### src/rtl/rtc_time_editor_pkg.sv
// rtc_time_editor_pkg: FSM states, field indices, BCD limits and BCD helpers for rtc_time_editor
package rtc_time_editor_pkg;
  typedef enum logic [1:0] {IDLE, EDIT, COMMIT} state_t;
  localparam logic [2:0] F_SEG = 3'd0, F_MIN = 3'd1, F_HORA = 3'd2, F_DIA = 3'd3, F_MES = 3'd4, F_ANO = 3'd5;
  localparam logic [2:0] F_TSEG = 3'd0, F_TMIN = 3'd1, F_THORA = 3'd2;
  localparam logic [7:0] LIM_59 = 8'h59, LIM_23 = 8'h23, LIM_12 = 8'h12, LIM_31 = 8'h31, LIM_99 = 8'h99;
  function automatic logic [7:0] bcd_inc(input logic [7:0] v, input logic [7:0] lo, input logic [7:0] hi);
    return (v >= hi) ? lo : (v[3:0] == 4'd9) ? {v[7:4] + 4'd1, 4'd0} : {v[7:4], v[3:0] + 4'd1};
  endfunction
  function automatic logic [7:0] bcd_dec(input logic [7:0] v, input logic [7:0] lo, input logic [7:0] hi);
    return (v <= lo) ? hi : (v[3:0] == 4'd0) ? {v[7:4] - 4'd1, 4'd9} : {v[7:4], v[3:0] - 4'd1};
  endfunction
  function automatic logic [7:0] to_12h(input logic [7:0] h);
    return (h == 8'h00) ? LIM_12 : (h <= LIM_12) ? h
         : (h[3:0] >= 4'd2) ? {h[7:4] - 4'd1, h[3:0] - 4'd2} : {h[7:4] - 4'd2, h[3:0] + 4'd8};
  endfunction
endpackage

### src/rtl/rtc_time_editor_btn_debounce.sv
// btn_debounce: 2-FF synchronizer and stable-level debouncer emitting a one-cycle press strobe
module btn_debounce #(
  parameter int DEB_CYC = 1000000
) (
  input  logic CLK,
  input  logic Reset,
  input  logic btn,
  output logic press
);
  localparam int CW = $clog2(DEB_CYC + 1);
  logic s1, s2, level;
  logic [CW-1:0] cnt;
  // accept a new level only after DEB_CYC consecutive differing samples; strobe on accepted rise
  always_ff @(posedge CLK) begin
    if (!Reset) begin
      s1 <= 1'b0;
      s2 <= 1'b0;
      level <= 1'b0;
      cnt <= '0;
      press <= 1'b0;
    end else begin
      s1 <= btn;
      s2 <= s1;
      press <= 1'b0;
      if (s2 == level) cnt <= '0;
      else if (cnt == CW'(DEB_CYC - 1)) begin
        level <= s2;
        cnt <= '0;
        press <= s2;
      end else cnt <= cnt + CW'(1);
    end
  end
endmodule

### src/rtl/rtc_time_editor.sv
// rtc_time_editor: push-button BCD editor for RTC clock/date/timer fields; define MONTH_DAYS_EN for month-aware day limits
module rtc_time_editor
  import rtc_time_editor_pkg::*;
#(
  parameter int DEB_CYC = 1000000,
  parameter int WR_PULSE_CYC = 4,
  parameter int TIMEOUT_CYC = 500000000
) (
  input  logic       CLK,
  input  logic       Reset,
  input  logic       btn_up,
  input  logic       btn_down,
  input  logic       btn_left,
  input  logic       btn_right,
  input  logic       btn_commit,
  input  logic       CT,
  input  logic       doce_24,
  output logic [7:0] clk_seg,
  output logic [7:0] clk_min,
  output logic [7:0] clk_hora,
  output logic [7:0] Dia,
  output logic [7:0] Mes,
  output logic [7:0] Ano,
  output logic [7:0] T_seg,
  output logic [7:0] T_min,
  output logic [7:0] T_hora,
  output logic [2:0] cursor,
  output logic       edit_active,
  output logic       WR
);
  localparam int TW = $clog2(TIMEOUT_CYC + 1);
  localparam int WW = $clog2(WR_PULSE_CYC + 1);
  state_t state, state_n;
  logic su, sd, sl, sr, sc, any_dir, any_s, upd, inc, dec, ml, mr, we, ct_q, d24_q;
  logic [TW-1:0] icnt;
  logic [WW-1:0] wcnt;
  logic [7:0] cur, lo, hi, nv, dia_hi;
  logic [5:0] wc;
  logic [2:0] wt, cmax;
  btn_debounce #(.DEB_CYC(DEB_CYC)) u_up (.CLK(CLK), .Reset(Reset), .btn(btn_up), .press(su));
  btn_debounce #(.DEB_CYC(DEB_CYC)) u_down (.CLK(CLK), .Reset(Reset), .btn(btn_down), .press(sd));
  btn_debounce #(.DEB_CYC(DEB_CYC)) u_left (.CLK(CLK), .Reset(Reset), .btn(btn_left), .press(sl));
  btn_debounce #(.DEB_CYC(DEB_CYC)) u_right (.CLK(CLK), .Reset(Reset), .btn(btn_right), .press(sr));
  btn_debounce #(.DEB_CYC(DEB_CYC)) u_commit (.CLK(CLK), .Reset(Reset), .btn(btn_commit), .press(sc));
`ifdef MONTH_DAYS_EN
  logic [1:0] ano_m4;
  // day limit follows month length, February gains a day when the year is divisible by four
  always_comb begin
    ano_m4 = {Ano[4], 1'b0} + Ano[1:0];
    dia_hi = (Mes == 8'h02) ? ((ano_m4 == 2'd0) ? 8'h29 : 8'h28)
           : (Mes == 8'h04 || Mes == 8'h06 || Mes == 8'h09 || Mes == 8'h11) ? 8'h30 : LIM_31;
  end
`else
  assign dia_hi = LIM_31;
`endif
  // strobe qualification, selected field, its range and the BCD step result
  always_comb begin
    any_dir = su | sd | sl | sr;
    any_s = any_dir | sc;
    upd = state == EDIT && !sc;
    inc = upd && su && !sd;
    dec = upd && sd && !su;
    mr = upd && sr && !sl;
    ml = upd && sl && !sr;
    cmax = CT ? F_ANO : F_THORA;
    we = (inc || dec) && (CT || cursor <= F_THORA);
    wc = (we && CT) ? 6'd1 << cursor : 6'd0;
    wt = (we && !CT) ? 3'd1 << cursor : 3'd0;
    cur = !CT ? ((cursor == F_TSEG) ? T_seg : (cursor == F_TMIN) ? T_min : T_hora)
        : (cursor == F_SEG) ? clk_seg : (cursor == F_MIN) ? clk_min : (cursor == F_HORA) ? clk_hora
        : (cursor == F_DIA) ? Dia : (cursor == F_MES) ? Mes : Ano;
    lo = (CT && (cursor == F_DIA || cursor == F_MES || (cursor == F_HORA && doce_24))) ? 8'h01 : 8'h00;
    hi = !CT ? ((cursor == F_THORA) ? LIM_23 : LIM_59)
       : (cursor == F_HORA) ? (doce_24 ? LIM_12 : LIM_23) : (cursor == F_DIA) ? dia_hi
       : (cursor == F_MES) ? LIM_12 : (cursor == F_ANO) ? LIM_99 : LIM_59;
    nv = inc ? bcd_inc(cur, lo, hi) : bcd_dec(cur, lo, hi);
  end
  // next state and status outputs
  always_comb begin
    edit_active = state == EDIT;
    WR = state == COMMIT;
    state_n = (state == IDLE) ? (any_dir ? EDIT : IDLE)
            : (state == EDIT) ? (sc ? COMMIT : (!any_s && icnt == TW'(TIMEOUT_CYC - 1)) ? IDLE : EDIT)
            : (wcnt == WW'(WR_PULSE_CYC - 1)) ? IDLE : COMMIT;
  end
  // state register
  always_ff @(posedge CLK) begin
    if (!Reset) state <= IDLE;
    else state <= state_n;
  end
  // inactivity and write-pulse counters
  always_ff @(posedge CLK) begin
    if (!Reset) begin
      icnt <= '0;
      wcnt <= '0;
    end else begin
      icnt <= (state == EDIT && !any_s) ? icnt + TW'(1) : '0;
      wcnt <= (state == COMMIT) ? wcnt + WW'(1) : '0;
    end
  end
  // working field copies, cursor, 12 h coercion and day clamping
  always_ff @(posedge CLK) begin
    if (!Reset) begin
      clk_seg <= 8'h00;
      clk_min <= 8'h00;
      clk_hora <= 8'h12;
      Dia <= 8'h01;
      Mes <= 8'h01;
      Ano <= 8'h00;
      T_seg <= 8'h00;
      T_min <= 8'h00;
      T_hora <= 8'h00;
      cursor <= 3'd0;
      ct_q <= CT;
      d24_q <= doce_24;
    end else begin
      ct_q <= CT;
      d24_q <= doce_24;
      cursor <= (CT != ct_q) ? 3'd0 : mr ? ((cursor >= cmax) ? 3'd0 : cursor + 3'd1)
              : ml ? ((cursor == 3'd0) ? cmax : cursor - 3'd1) : cursor;
      clk_seg <= wc[F_SEG] ? nv : clk_seg;
      clk_min <= wc[F_MIN] ? nv : clk_min;
      clk_hora <= (doce_24 && !d24_q) ? to_12h(clk_hora) : wc[F_HORA] ? nv : clk_hora;
`ifdef MONTH_DAYS_EN
      Dia <= (Dia > dia_hi) ? dia_hi : wc[F_DIA] ? nv : Dia;
`else
      Dia <= wc[F_DIA] ? nv : Dia;
`endif
      Mes <= wc[F_MES] ? nv : Mes;
      Ano <= wc[F_ANO] ? nv : Ano;
      T_seg <= wt[F_TSEG] ? nv : T_seg;
      T_min <= wt[F_TMIN] ? nv : T_min;
      T_hora <= wt[F_THORA] ? nv : T_hora;
    end
  end
endmodule

### config.mk
export PLATFORM = sky130hd
export DESIGN_NAME = rtc_time_editor
export DESIGN_NICKNAME = d
export VERILOG_FILES = /design/src/rtl/rtc_time_editor_pkg.sv /design/src/rtl/rtc_time_editor_btn_debounce.sv /design/src/rtl/rtc_time_editor.sv
export SDC_FILE = /design/constraint.sdc
export NUM_CORES = 1
export LEC_CHECK = 0
export CORE_MARGIN = 4
export CORE_UTILIZATION = 27
export DETAILED_ROUTE_END_ITERATION = 10
export HOLD_SLACK_MARGIN = 0.05
export SETUP_SLACK_MARGIN = 0.15
export SYNTH_ARGS = -nofsm -noshare
export SYNTH_HDL_FRONTEND = slang
export SYNTH_SLANG_ARGS = --single-unit
### constraint.sdc
create_clock -name CLK -period 13.2 [get_ports CLK]
set_input_delay 1.98 -clock CLK [delete_from_list [all_inputs] [get_ports CLK]]
set_output_delay 1.98 -clock CLK [all_outputs]
set_load 0.01 [all_outputs]
==> run metrics <==
CTS buffer count=26; post-detail-place hpwl=21500 um; CP Capture Type=flip-flop; Finished Layout Cells=1939; Reg clk slew, reported paths=0.06 ns; core box area=40800 um^2; Routed WL per cell=15.5 um; CP Max Fanout=30; Resized cells post-CTS=0; CTS Hold Bufs=0; Post-synth ARST share=0%; EDFF count, synth=0; mean post-synth cell area=8.44 um^2; relative slew slack=27.1%; IO Port Bufs=85; final setup fails=0; path type of the worst min-delay path=flip-flop to flip-flop; RSZ-0062 raised after global routing=no; initial antenna violation count=0; most common cell in the netlist=dfxtp_1; leak pwr=4.76 nW; largest area contributor in the netlist=dfxtp_1; synthesized area=11100 um^2; setup bufs post-CTS=0; number of placement rows=74; Clk pwr share=50.8%; ANT cells=0; Mapped Cells=1321; Worst-Margin Slew=1.09 ns; CP required=13.60 ns; Worst Path Buf+Inv=3; clk root buf=clkbuf_16; gr usage total=13.0%; Pins Over Slew Limit=0; sequential share of power=45.8%; vias in the first global route=9130; placed cells=1891; Psw=0.000327 W; first-pass GRT wire length=48200 um; top cells by count, synth=231 x dfxtp_1, 191 x nor2_1, 123 x nand2_1, 84 x o21ai_0, 79 x xor2_1; FILL cells=4232; top cell type's share of synthesized area=41.5%; Int Power=0.00121 W; crit path cell chain=clkdlybuf4s50_1 > buf_4 > inv_1 > nand3b_1 > a21oi_1 > o32ai_2 > ha_1 > nand4_1 > nor2_1 > o31ai_2 > nand2_1 > o22ai_1 > a221oi_2 > o32a_1 > a21oi_1; Top Ports=86; 1st-pass router iterations=4; grt total ovfl=0; Post-Route WL=30100 um; Period Utilization, post-route=42.5%; Power Dens Cells=115 nW/um^2; Setup crit start kind=input port; Finished Core Util=32.9%; largest net degree at the start of global routing=90; crit path max-delay cell type=a221oi_2; number of clock sinks=231; Worst VDD drop=88.0 uV; Final Hold Fails=0; critical path arrival=6.01 ns; CTS HTree Levels=1; Yosys reg bits=231; Die H=211 um; Initial DRC Count=670; warning count from the yosys run=0; Layout area overhead=20.5%; Switching Fraction=21.2%; top post-synthesis cells by area=dfxtp_1 41%, nor2_1 6.4%, xor2_1 6.2%; max-cap viol count=0; setup TNS=0 ns; WHS=0.434 ns; Combinational Power Share=3.4%; via count=9428; nets@finish=1430; Initial Util=27.3%; Worst Clk Skew=0.0100 ns; fmax=178 MHz; drt drc=0; Tot Pwr=0.00154 W; TritonCTS clock tree=done; Die ar.=44600 um^2; Bufs on Longest Clock Path=3; Clock Latency Late Sink=0.53 ns; sequential area share after synthesis=41.5%; cell family with most CP delay=compound AO/OA/AOI/OAI gates; Post-Syn Nets=1364; via/cell ratio=4.86; most used cell, CP=a21oi_1; layout cells sized above 1=6.25%; die width=211 um; Crit Path Category=input port to flip-flop; post-route minimum period=5.61 ns; Synth cell types=84; outcome=completed; Antenna Violating Nets Remaining=0; Most used DFF post-synth=dfxtp_1; CP max stage delay=0.80 ns; GPL Wtd Cong=0.878
state kept, by name (all words and copies together), names as in the netlist, 20 cells and up:
| register | cells |
|---|---|
| u_commit.cnt | 20 |
| u_right.cnt | 20 |
| icnt | 29 |
| u_left.cnt | 20 |
| u_down.cnt | 20 |
| u_up.cnt | 20 |
per-layer routing:
metal | wire length, um | vias up | GRT usage [%]
met1 | 13800 | 4444 | 17.2
li1 | - | 4730 | -
met3 | 1550 | 54 | 2.73
met5 | 0 | - | 0
met4 | 844 | 0 | 3.71
met2 | 14000 | 200 | 21.5
worst reg2reg max path: stages (launching register included):
cell	delay, ns
dfxtp_1	0.37
inv_1	0.19
ha_1	0.79
nor2b_1	0.51
nand2_1	0.10
a31oi_1	0.41
o32ai_4	0.27
inv_4	0.19
ha_1	0.25
a211o_1	0.28
o31ai_2	0.26
nand2_1	0.20
and3_1	0.25
a311oi_4	0.58
mux2i_1	0.18
nor2b_1	0.14
worst paths after layout:
path | slack, ns | start | cells after the start | end
setup / recovery | 7.59 | CT | 15 | clk_hora[2]$_SDFFE_PN0P_
hold / removal | 0.43 | u_down.s1$_SDFF_PN0_ | 1 | u_down.s2$_SDFF_PN0_
setup reg to reg | 8.16 | cursor[1]$_SDFFE_PP0P_ | 15 | Ano[0]$_SDFFE_PN0P_
hold reg to reg | 0.43 | u_down.s1$_SDFF_PN0_ | 1 | u_down.s2$_SDFF_PN0_
cells in the final DEF (no fill, tap or decap), drive strengths merged, types with 29 or more instances in the layout:
cell type / instances
nor2: 192
a21oi: 79
clkdlybuf4s50: 84
and3: 29
o21ai: 90
dfxtp: 231
xor2: 79
ha: 34
nand2: 124
clkbuf: 35
inv: 41
nand3: 70
xnor2: 40
kinds of logic after synthesis:
group | count (synthesis) | share of synthesized area [%]
AO/OA/AOI/OAI | 255 | 15.3
flip-flops | 231 | 41.5
adder cells (fa/ha/maj) | 34 | 3.82
buffers and inverters | 96 | 3.58
AND/OR/NAND/NOR | 564 | 24.5
multiplexers | 22 | 1.98
XOR/XNOR | 119 | 9.35
power by group through the flow:
stage | clock network (W) | logic, W | registers (W)
floorplan | 0 | 0.0000337 | 0.000721
finish | 0.000782 | 0.0000522 | 0.000706
detailed placement | 0 | 0.0000517 | 0.000722
global route | 0.000832 | 0.0000577 | 0.000706
global placement | 0 | 0.0000519 | 0.000721
CTS | 0.000803 | 0.0000522 | 0.000706
per-stage QoR:
stage / setup slack [ns] / cell area (um^2)
global route: 7.31 / 13400
floorplan: 8.09 / 11100
detailed placement: 7.17 / 12500
finish: 7.59 / 13400
CTS: 7.71 / 13400
global placement: 7.21 / 12500
area by class of cell:
cell class / instances / area, um^2 / share of cell area [%]
inverters: 41 / 156 / 1.16
multi-input cells: 994 / 6130 / 45.6
clock buffers: 35 / 744 / 5.54
well taps: 532 / 666 / 4.96
clock inverters: 13 / 204 / 1.52
repair buffers: 93 / 908 / 6.76
flip-flops and latches: 231 / 4620 / 34.4
(Power assumes the default switching activity.)
